`config.mk`:
```
export PLATFORM = sky130hd
export DESIGN_NAME = ps2_keycode_rx
export DESIGN_NICKNAME = d
export VERILOG_FILES = /design/src/rtl/ps2_pkg.sv /design/src/rtl/ps2_set2_to_hid.sv /design/src/rtl/ps2_keycode_rx.sv
export SDC_FILE = /design/constraint.sdc
export NUM_CORES = 1
export LEC_CHECK = 0
export BUFFER_PORTS_ARGS = -buffer_cell sky130_fd_sc_hd__buf_2
export CAP_MARGIN = 20
export CORE_UTILIZATION = 45
export DETAILED_ROUTE_END_ITERATION = 10
export SLEW_MARGIN = 0
export SYNTH_ARGS = -nofsm -noshare
export SYNTH_HDL_FRONTEND = slang
export SYNTH_SLANG_ARGS = --single-unit
export TNS_END_PERCENT = 5
```
`constraint.sdc`:
```
create_clock -name Clk -period 4.39 [get_ports Clk]
set_input_delay 0.439 -clock Clk [delete_from_list [all_inputs] [get_ports Clk]]
set_output_delay 0.439 -clock Clk [all_outputs]
set_load 0.02 [all_outputs]
```
`src/rtl/ps2_pkg.sv`:
```
// Shared types, byte constants and HID usage codes for the PS/2 keyboard receiver.
`timescale 1ns/1ps
package ps2_pkg;

  localparam int unsigned NUM_SLOTS = 4;

  typedef enum logic [1:0] {
    RX_IDLE,
    RX_DATA,
    RX_PARITY,
    RX_STOP
  } rx_state_t;

  typedef enum logic [1:0] {
    DEC_IDLE,
    DEC_E0,
    DEC_F0,
    DEC_E0F0
  } dec_state_t;

  localparam logic [7:0] PS2_E0     = 8'hE0;
  localparam logic [7:0] PS2_F0     = 8'hF0;
  localparam logic [7:0] PS2_BAT_OK = 8'hAA;
  localparam logic [7:0] PS2_ACK    = 8'hFA;
  localparam logic [7:0] PS2_ECHO   = 8'hEE;
  localparam logic [7:0] PS2_RESEND = 8'hFE;
  localparam logic [7:0] PS2_ERR_00 = 8'h00;
  localparam logic [7:0] PS2_ERR_FF = 8'hFF;
  localparam logic [7:0] PS2_E1     = 8'hE1;

  localparam logic [7:0] HID_NONE     = 8'h00;
  localparam logic [7:0] HID_A        = 8'h04;
  localparam logic [7:0] HID_D        = 8'h07;
  localparam logic [7:0] HID_R        = 8'h15;
  localparam logic [7:0] HID_S        = 8'h16;
  localparam logic [7:0] HID_W        = 8'h1A;
  localparam logic [7:0] HID_ENTER    = 8'h28;
  localparam logic [7:0] HID_ESC      = 8'h29;
  localparam logic [7:0] HID_SPACE    = 8'h2C;
  localparam logic [7:0] HID_RIGHT    = 8'h4F;
  localparam logic [7:0] HID_LEFT     = 8'h50;
  localparam logic [7:0] HID_DOWN     = 8'h51;
  localparam logic [7:0] HID_UP       = 8'h52;
  localparam logic [7:0] HID_KP_ENTER = 8'h58;
  localparam logic [7:0] HID_KP2      = 8'h5A;
  localparam logic [7:0] HID_KP4      = 8'h5C;
  localparam logic [7:0] HID_KP6      = 8'h5E;
  localparam logic [7:0] HID_KP8      = 8'h60;
  localparam logic [7:0] HID_KP0      = 8'h62;

  // Controller replies and overrun markers carry no key information.
  function automatic logic is_ignored_byte(input logic [7:0] b);
    return (b == PS2_BAT_OK) || (b == PS2_ACK)    || (b == PS2_ECHO) ||
           (b == PS2_RESEND) || (b == PS2_ERR_00) || (b == PS2_ERR_FF) ||
           (b == PS2_E1);
  endfunction

endpackage

```
`src/rtl/ps2_set2_to_hid.sv`:
```
// Combinational Set-2 scan code to USB HID usage lookup; key_i = {extended, code}.
`timescale 1ns/1ps
module ps2_set2_to_hid
  import ps2_pkg::*;
(
  input  logic [8:0] key_i,
  output logic [7:0] hid_o
);

  always_comb begin
    hid_o = HID_NONE;
    case (key_i)
      9'h01D: hid_o = HID_W;
      9'h01C: hid_o = HID_A;
      9'h01B: hid_o = HID_S;
      9'h023: hid_o = HID_D;
      9'h029: hid_o = HID_SPACE;
      9'h05A: hid_o = HID_ENTER;
      9'h076: hid_o = HID_ESC;
      9'h02D: hid_o = HID_R;
      9'h075: hid_o = HID_KP8;
      9'h072: hid_o = HID_KP2;
      9'h06B: hid_o = HID_KP4;
      9'h074: hid_o = HID_KP6;
      9'h070: hid_o = HID_KP0;
      // Extended codes reuse the keypad scan codes with an E0 prefix.
      9'h175: hid_o = HID_UP;
      9'h172: hid_o = HID_DOWN;
      9'h16B: hid_o = HID_LEFT;
      9'h174: hid_o = HID_RIGHT;
      9'h15A: hid_o = HID_KP_ENTER;
      default: hid_o = HID_NONE;
    endcase
  end

endmodule

```
`src/rtl/ps2_keycode_rx.sv`:
```
// PS/2 keyboard receiver: deserialises device-to-host frames, decodes Set-2 make/break
// sequences and keeps a contiguous 4-slot held-key table packed into a 32-bit word.
`timescale 1ns/1ps
module ps2_keycode_rx
  import ps2_pkg::*;
#(
  parameter int unsigned TIMEOUT_CYC = 5000
) (
  input  logic        Clk,
  input  logic        Reset_n,
  input  logic        PS2_CLK,
  input  logic        PS2_DAT,
  output logic [31:0] keycode,
  output logic [7:0]  byte_data,
  output logic        byte_valid,
  output logic        frame_err,
  output logic        rollover
);

  localparam int unsigned      TMO_W    = $clog2(TIMEOUT_CYC + 1);
  localparam logic [TMO_W-1:0] TMO_LAST = TMO_W'(TIMEOUT_CYC - 1);

  // ---------------- input synchronisers ----------------
  logic [1:0] clk_sync_q;
  logic [1:0] dat_sync_q;
  logic       clk_prev_q;
  logic       ps2_fall;
  logic       ps2_dat;

  // Idle bus level is high, so reset to 1 to avoid a phantom edge after reset.
  always_ff @(posedge Clk or negedge Reset_n) begin
    if (!Reset_n) begin
      clk_sync_q <= 2'b11;
      dat_sync_q <= 2'b11;
      clk_prev_q <= 1'b1;
    end else begin
      clk_sync_q <= {clk_sync_q[0], PS2_CLK};
      dat_sync_q <= {dat_sync_q[0], PS2_DAT};
      clk_prev_q <= clk_sync_q[1];
    end
  end

  assign ps2_fall = clk_prev_q & ~clk_sync_q[1];
  assign ps2_dat  = dat_sync_q[1];

  // ---------------- RX frame FSM ----------------
  rx_state_t        rx_state_q;
  logic [2:0]       bitcnt_q;
  logic [7:0]       shift_q;
  logic             parity_ok_q;
  logic [TMO_W-1:0] tmo_cnt_q;
  logic [7:0]       byte_data_q;
  logic             byte_valid_q;
  logic             frame_err_q;

  always_ff @(posedge Clk or negedge Reset_n) begin
    if (!Reset_n) begin
      rx_state_q   <= RX_IDLE;
      bitcnt_q     <= '0;
      shift_q      <= '0;
      parity_ok_q  <= 1'b0;
      tmo_cnt_q    <= '0;
      byte_data_q  <= '0;
      byte_valid_q <= 1'b0;
      frame_err_q  <= 1'b0;
    end else begin
      byte_valid_q <= 1'b0;
      frame_err_q  <= 1'b0;
      if (ps2_fall) begin
        tmo_cnt_q <= '0;
        case (rx_state_q)
          RX_IDLE: begin
            if (!ps2_dat) begin
              rx_state_q <= RX_DATA;
              bitcnt_q   <= '0;
            end else begin
              frame_err_q <= 1'b1;
            end
          end
          RX_DATA: begin
            shift_q  <= {ps2_dat, shift_q[7:1]};
            bitcnt_q <= bitcnt_q + 3'd1;
            if (bitcnt_q == 3'd7) rx_state_q <= RX_PARITY;
          end
          RX_PARITY: begin
            parity_ok_q <= ^{ps2_dat, shift_q};
            rx_state_q  <= RX_STOP;
          end
          RX_STOP: begin
            if (ps2_dat && parity_ok_q) begin
              byte_data_q  <= shift_q;
              byte_valid_q <= 1'b1;
            end else begin
              frame_err_q <= 1'b1;
            end
            rx_state_q <= RX_IDLE;
          end
          default: rx_state_q <= RX_IDLE;
        endcase
      end else if (rx_state_q != RX_IDLE) begin
        // A stalled device mid-frame must not wedge the receiver.
        if (tmo_cnt_q == TMO_LAST) begin
          rx_state_q  <= RX_IDLE;
          frame_err_q <= 1'b1;
          tmo_cnt_q   <= '0;
        end else begin
          tmo_cnt_q <= tmo_cnt_q + TMO_W'(1);
        end
      end else begin
        tmo_cnt_q <= '0;
      end
    end
  end

  // ---------------- translation ----------------
  dec_state_t dec_state_q;
  logic [8:0] xlate_key;
  logic [7:0] hid;
  logic       is_break;

  assign xlate_key = {(dec_state_q == DEC_E0) || (dec_state_q == DEC_E0F0), byte_data_q};
  assign is_break  = (dec_state_q == DEC_F0) || (dec_state_q == DEC_E0F0);

  ps2_set2_to_hid u_xlate (
    .key_i (xlate_key),
    .hid_o (hid)
  );

  // ---------------- slot table helpers ----------------
  logic [7:0]           slots_q        [NUM_SLOTS];
  logic [7:0]           slot_above     [NUM_SLOTS];
  logic [7:0]           make_slots_d   [NUM_SLOTS];
  logic [7:0]           break_slots_d  [NUM_SLOTS];
  logic [NUM_SLOTS-1:0] slot_hit;
  logic [NUM_SLOTS-1:0] slot_empty;
  logic                 hit_seen;
  logic                 empty_seen;
  logic                 any_hit;
  logic                 any_empty;

  for (genvar gi = 0; gi < NUM_SLOTS; gi++) begin : g_slot
    assign slot_hit[gi]       = (slots_q[gi] == hid);
    assign slot_empty[gi]     = (slots_q[gi] == HID_NONE);
    assign keycode[8*gi +: 8] = slots_q[gi];
    if (gi == NUM_SLOTS - 1) begin : g_top
      assign slot_above[gi] = HID_NONE;
    end else begin : g_mid
      assign slot_above[gi] = slots_q[gi+1];
    end
  end

  // Make fills the lowest empty slot; break pulls every slot above the match down one.
  always_comb begin
    hit_seen   = 1'b0;
    empty_seen = 1'b0;
    for (int i = 0; i < NUM_SLOTS; i++) begin
      make_slots_d[i] = (slot_empty[i] && !empty_seen) ? hid : slots_q[i];
      empty_seen      = empty_seen | slot_empty[i];
      hit_seen        = hit_seen | slot_hit[i];
      break_slots_d[i] = hit_seen ? slot_above[i] : slots_q[i];
    end
    any_hit   = hit_seen;
    any_empty = empty_seen;
  end

  // ---------------- decoder FSM and table ----------------
  logic rollover_q;

  always_ff @(posedge Clk or negedge Reset_n) begin
    if (!Reset_n) begin
      dec_state_q <= DEC_IDLE;
      rollover_q  <= 1'b0;
      for (int i = 0; i < NUM_SLOTS; i++) slots_q[i] <= HID_NONE;
    end else if (frame_err_q) begin
      dec_state_q <= DEC_IDLE;
    end else if (byte_valid_q && !is_ignored_byte(byte_data_q)) begin
      if (byte_data_q == PS2_E0) begin
        if (dec_state_q == DEC_IDLE) dec_state_q <= DEC_E0;
      end else if (byte_data_q == PS2_F0) begin
        case (dec_state_q)
          DEC_IDLE: dec_state_q <= DEC_F0;
          DEC_E0:   dec_state_q <= DEC_E0F0;
          default:  dec_state_q <= dec_state_q;
        endcase
      end else begin
        dec_state_q <= DEC_IDLE;
        if (hid != HID_NONE) begin
          if (is_break) begin
            if (any_hit) slots_q <= break_slots_d;
          end else if (!any_hit) begin
            if (any_empty) slots_q <= make_slots_d;
            else           rollover_q <= 1'b1;
          end
        end
      end
    end
  end

  assign byte_data  = byte_data_q;
  assign byte_valid = byte_valid_q;
  assign frame_err  = frame_err_q;
  assign rollover   = rollover_q;

endmodule

```
==> impl_metrics.ini <==
[layout]
final_common_cell = dfrtp_1
final_cell_mix = dfrtp_1 (68), buf_2 (41), nand2_1 (40), nor2_1 (32), xnor2_1 (26)
syn2layout_area_growth_pct = 8.33
final_nets = 523
layout-drive-gt1-share = 0.203
fillers = 947
diodes = 0

[synthesis]
syn_area_per_cell_um2 = 9.62
dominantRegCellSynth = dfrtp_1
synth_seq_cells = 73
seq_area_frac_synth = 0.391
yosys_warnings = 0
synth_edf_count = 0
synthCells = 487
async_reset_ff_frac = 1.00
synthDistinctLibCells = 78
syn_area_um2 = 4690

[worst_setup_path]
crit_required_ps = 4620
critPathLaunch = byte_data[1]
crit_path_start_kind = flop
crit_fanout = 23
path_class = flop to flop
end_kind = flop
slowest_delay_ps = 800
reg2reg_depth = 9
cp_cell_sequence = nand2b_1 > o21ai_0 > a211o_1 > or4_1 > o211ai_1 > nand4_2 > nand3_2 > mux2i_4 > mux2_4
r2r-start = byte_data[1]
cp_slowest_cell = dfrtp_1
cp.arrival_ps = 4060

[global_route]
grt_max_degree = 74
grt_usage = 0.213
grt-ovfl-total = 0
grt_pass1_wl_um = 18300
antenna_found_initial = 0
grt_pass1_vias = 3672

[sta]
fin_crit_sh = 0.874
tns_ps = 0
final_max_slew_viol_count = 0
worst_hold_slack_ps = 195
rsz0062_at_grt = no
relSlewSlack = 0.398
worst_slew_pin_slew_ps = 903
clock_skew_ps = 14.9
period_minus_slack_ps = 3840
hold_viol = 0
final-setup-viol-count = 0
timing.fmax_ghz = 0.261
fin_ws_ps = 555

[detailed_routing]
dr.max_layer_used = met4
wl_met2_um = 5390
wl_met3_um = 597
vias = 3803
drt_first_pass_iters = 7
wl_met1_um = 4930
wl_per_cell_um = 17.3
via_per_inst = 5.85
routed_wirelength_um = 11200
drtAntennaViolNets = 0
post-route-drc-count = 0
drt_iter0_drc = 199

[die]
core_area_um2 = 9950
dieHeight_um = 104
die_area_um2 = 10800
chipWidth_um = 104
start_util = 0.471
rows = 36
io_pins = 47

[placed_design]
port_buffers = 42
pre_cts_slack_ps = 635
gp_congestion = 0.945
hpwl_um = 8050

[worst_hold_path]
min_from = PS2_CLK
min_path_type = input pin to flop
holdPathStages = 1

[cts]
ctsHoldBuffers = 0
cts.htree.levels = 3
clock_latency_ps = 350
cts_tree = yes
cts_sinks = 73
cts-buffers-inserted = 9
ctsResizeCount = 0
clkTransAtPathRegs_ps = 80
clockRootBuffer = clkbuf_8
cts_buffer_depth = 2
cts_setup_buffers = 0

[status]
status = complete, no violations

[power]
p_leak_uw = 0.00232
peakVddDrop_uv = 226
power_density_nw_per_um2 = 279

[flow_run]
drv_cap = 0
worst max-delay path: cells and delay by family (launching register included):
family | cells | cell delay, ps
AND/OR/NAND/NOR | 4 | 1350
AO/OA/AOI/OAI | 3 | 830
flip-flops | 1 | 800
multiplexers | 2 | 730
kinds of logic after synthesis:
logic type / Yosys count / synth area share
AND/OR/NAND/NOR: 186 / 0.227
AO/OA/AOI/OAI: 102 / 0.164
flip-flops: 73 / 0.391
buffers and inverters: 56 / 0.0571
XOR/XNOR: 37 / 0.0691
multiplexers: 25 / 0.0715
adder cells (fa/ha/maj): 7 / 0.0187
other: 1 / 0.000800
metal layers:
layer  global-route usage  vias up
li1                     -     1812
met1                0.271     1839
met2                0.351      129
met4               0.0929        0
met5                    0        -
met3               0.0420       23
worst paths after layout:
check / end / slack (ps)
setup / recovery: keycode[22] / 550
hold / removal: clk_sync_q[0] / 200
setup reg to reg: keycode[22] / 550
hold reg to reg: clk_sync_q[1] / 360
max in group asynchronous: tmo_cnt_q[7] / 3580
min in group asynchronous: keycode[4] / 220
sequential cells by signal, indices dropped and copies added (netlist names), 2 cells and up:
| signal | cells |
|---|---|
| dec_state_q | 2 |
| shift_q | 8 |
| tmo_cnt_q | 13 |
| dat_sync_q | 2 |
| rx_state_q | 2 |
| byte_data | 8 |
| keycode | 28 |
| bitcnt_q | 3 |
| clk_sync_q | 2 |
power by group:
part           total [uW]  switching, uW  leakage [uW]  internal [uW]
clock                 470            236     0.0000932            234
combinational         196            108       0.00123           87.4
sequential            752           37.4      0.000998            715
synthesized netlist by cell type, types with 3 or more instances:
library cell / number / area share
xor2_1: 11 / 0.021
nor2b_1: 5 / 0.0067
nor4b_1: 5 / 0.0093
o31ai_1: 7 / 0.011
dfrtp_1: 68 / 0.36
o21ai_0: 17 / 0.018
dfstp_2: 5 / 0.028
nor4bb_1: 3 / 0.0064
a21oi_1: 20 / 0.021
nand2_1: 40 / 0.032
clkbuf_1: 11 / 0.0088
nand2b_1: 7 / 0.0093
a31oi_1: 3 / 0.0040
or4_1: 6 / 0.0096
buf_6: 3 / 0.0072
o2bb2ai_1: 7 / 0.013
o211ai_1: 6 / 0.0096
and3_1: 5 / 0.0067
nand4_1: 10 / 0.013
and2_1: 6 / 0.0080
buf_4: 6 / 0.0096
inv_1: 25 / 0.020
o21bai_1: 4 / 0.0064
a21boi_0: 4 / 0.0064
nor4_1: 11 / 0.015
mux2_4: 12 / 0.038
buf_2: 10 / 0.011
a22o_1: 4 / 0.0075
xnor2_1: 26 / 0.049
nor3_1: 19 / 0.020
mux2_2: 10 / 0.024
ha_1: 7 / 0.019
nor2_1: 32 / 0.026
o211a_1: 3 / 0.0064
nand3_1: 11 / 0.012
or3_1: 4 / 0.0053
through the flow:
stage / cell area, um^2 / std cells / utilization / power, uW
finish: 5080 / 650 / 0.510 / 1420
global route: 5080 / 650 / 0.510 / 1500
CTS: 5080 / 650 / 0.510 / 1440
detailed placement: 4900 / 634 / 0.493 / 966
global placement: 4900 / 634 / 0.493 / 958
floorplan: 4700 / 490 / - / 915
area by class of cell:
class / instances / area [um^2] / share of cell area
Clock inverter: 3 / 15.0 / 0.00296
Inverter: 25 / 93.8 / 0.0185
Tap cell: 133 / 166 / 0.0328
Sequential cell: 73 / 1830 / 0.361
Timing Repair Buffer: 42 / 213 / 0.0419
Multi-Input combinational cell: 361 / 2600 / 0.512
Clock buffer: 13 / 159 / 0.0313
Note: power is estimated with default switching activity, not from simulation.
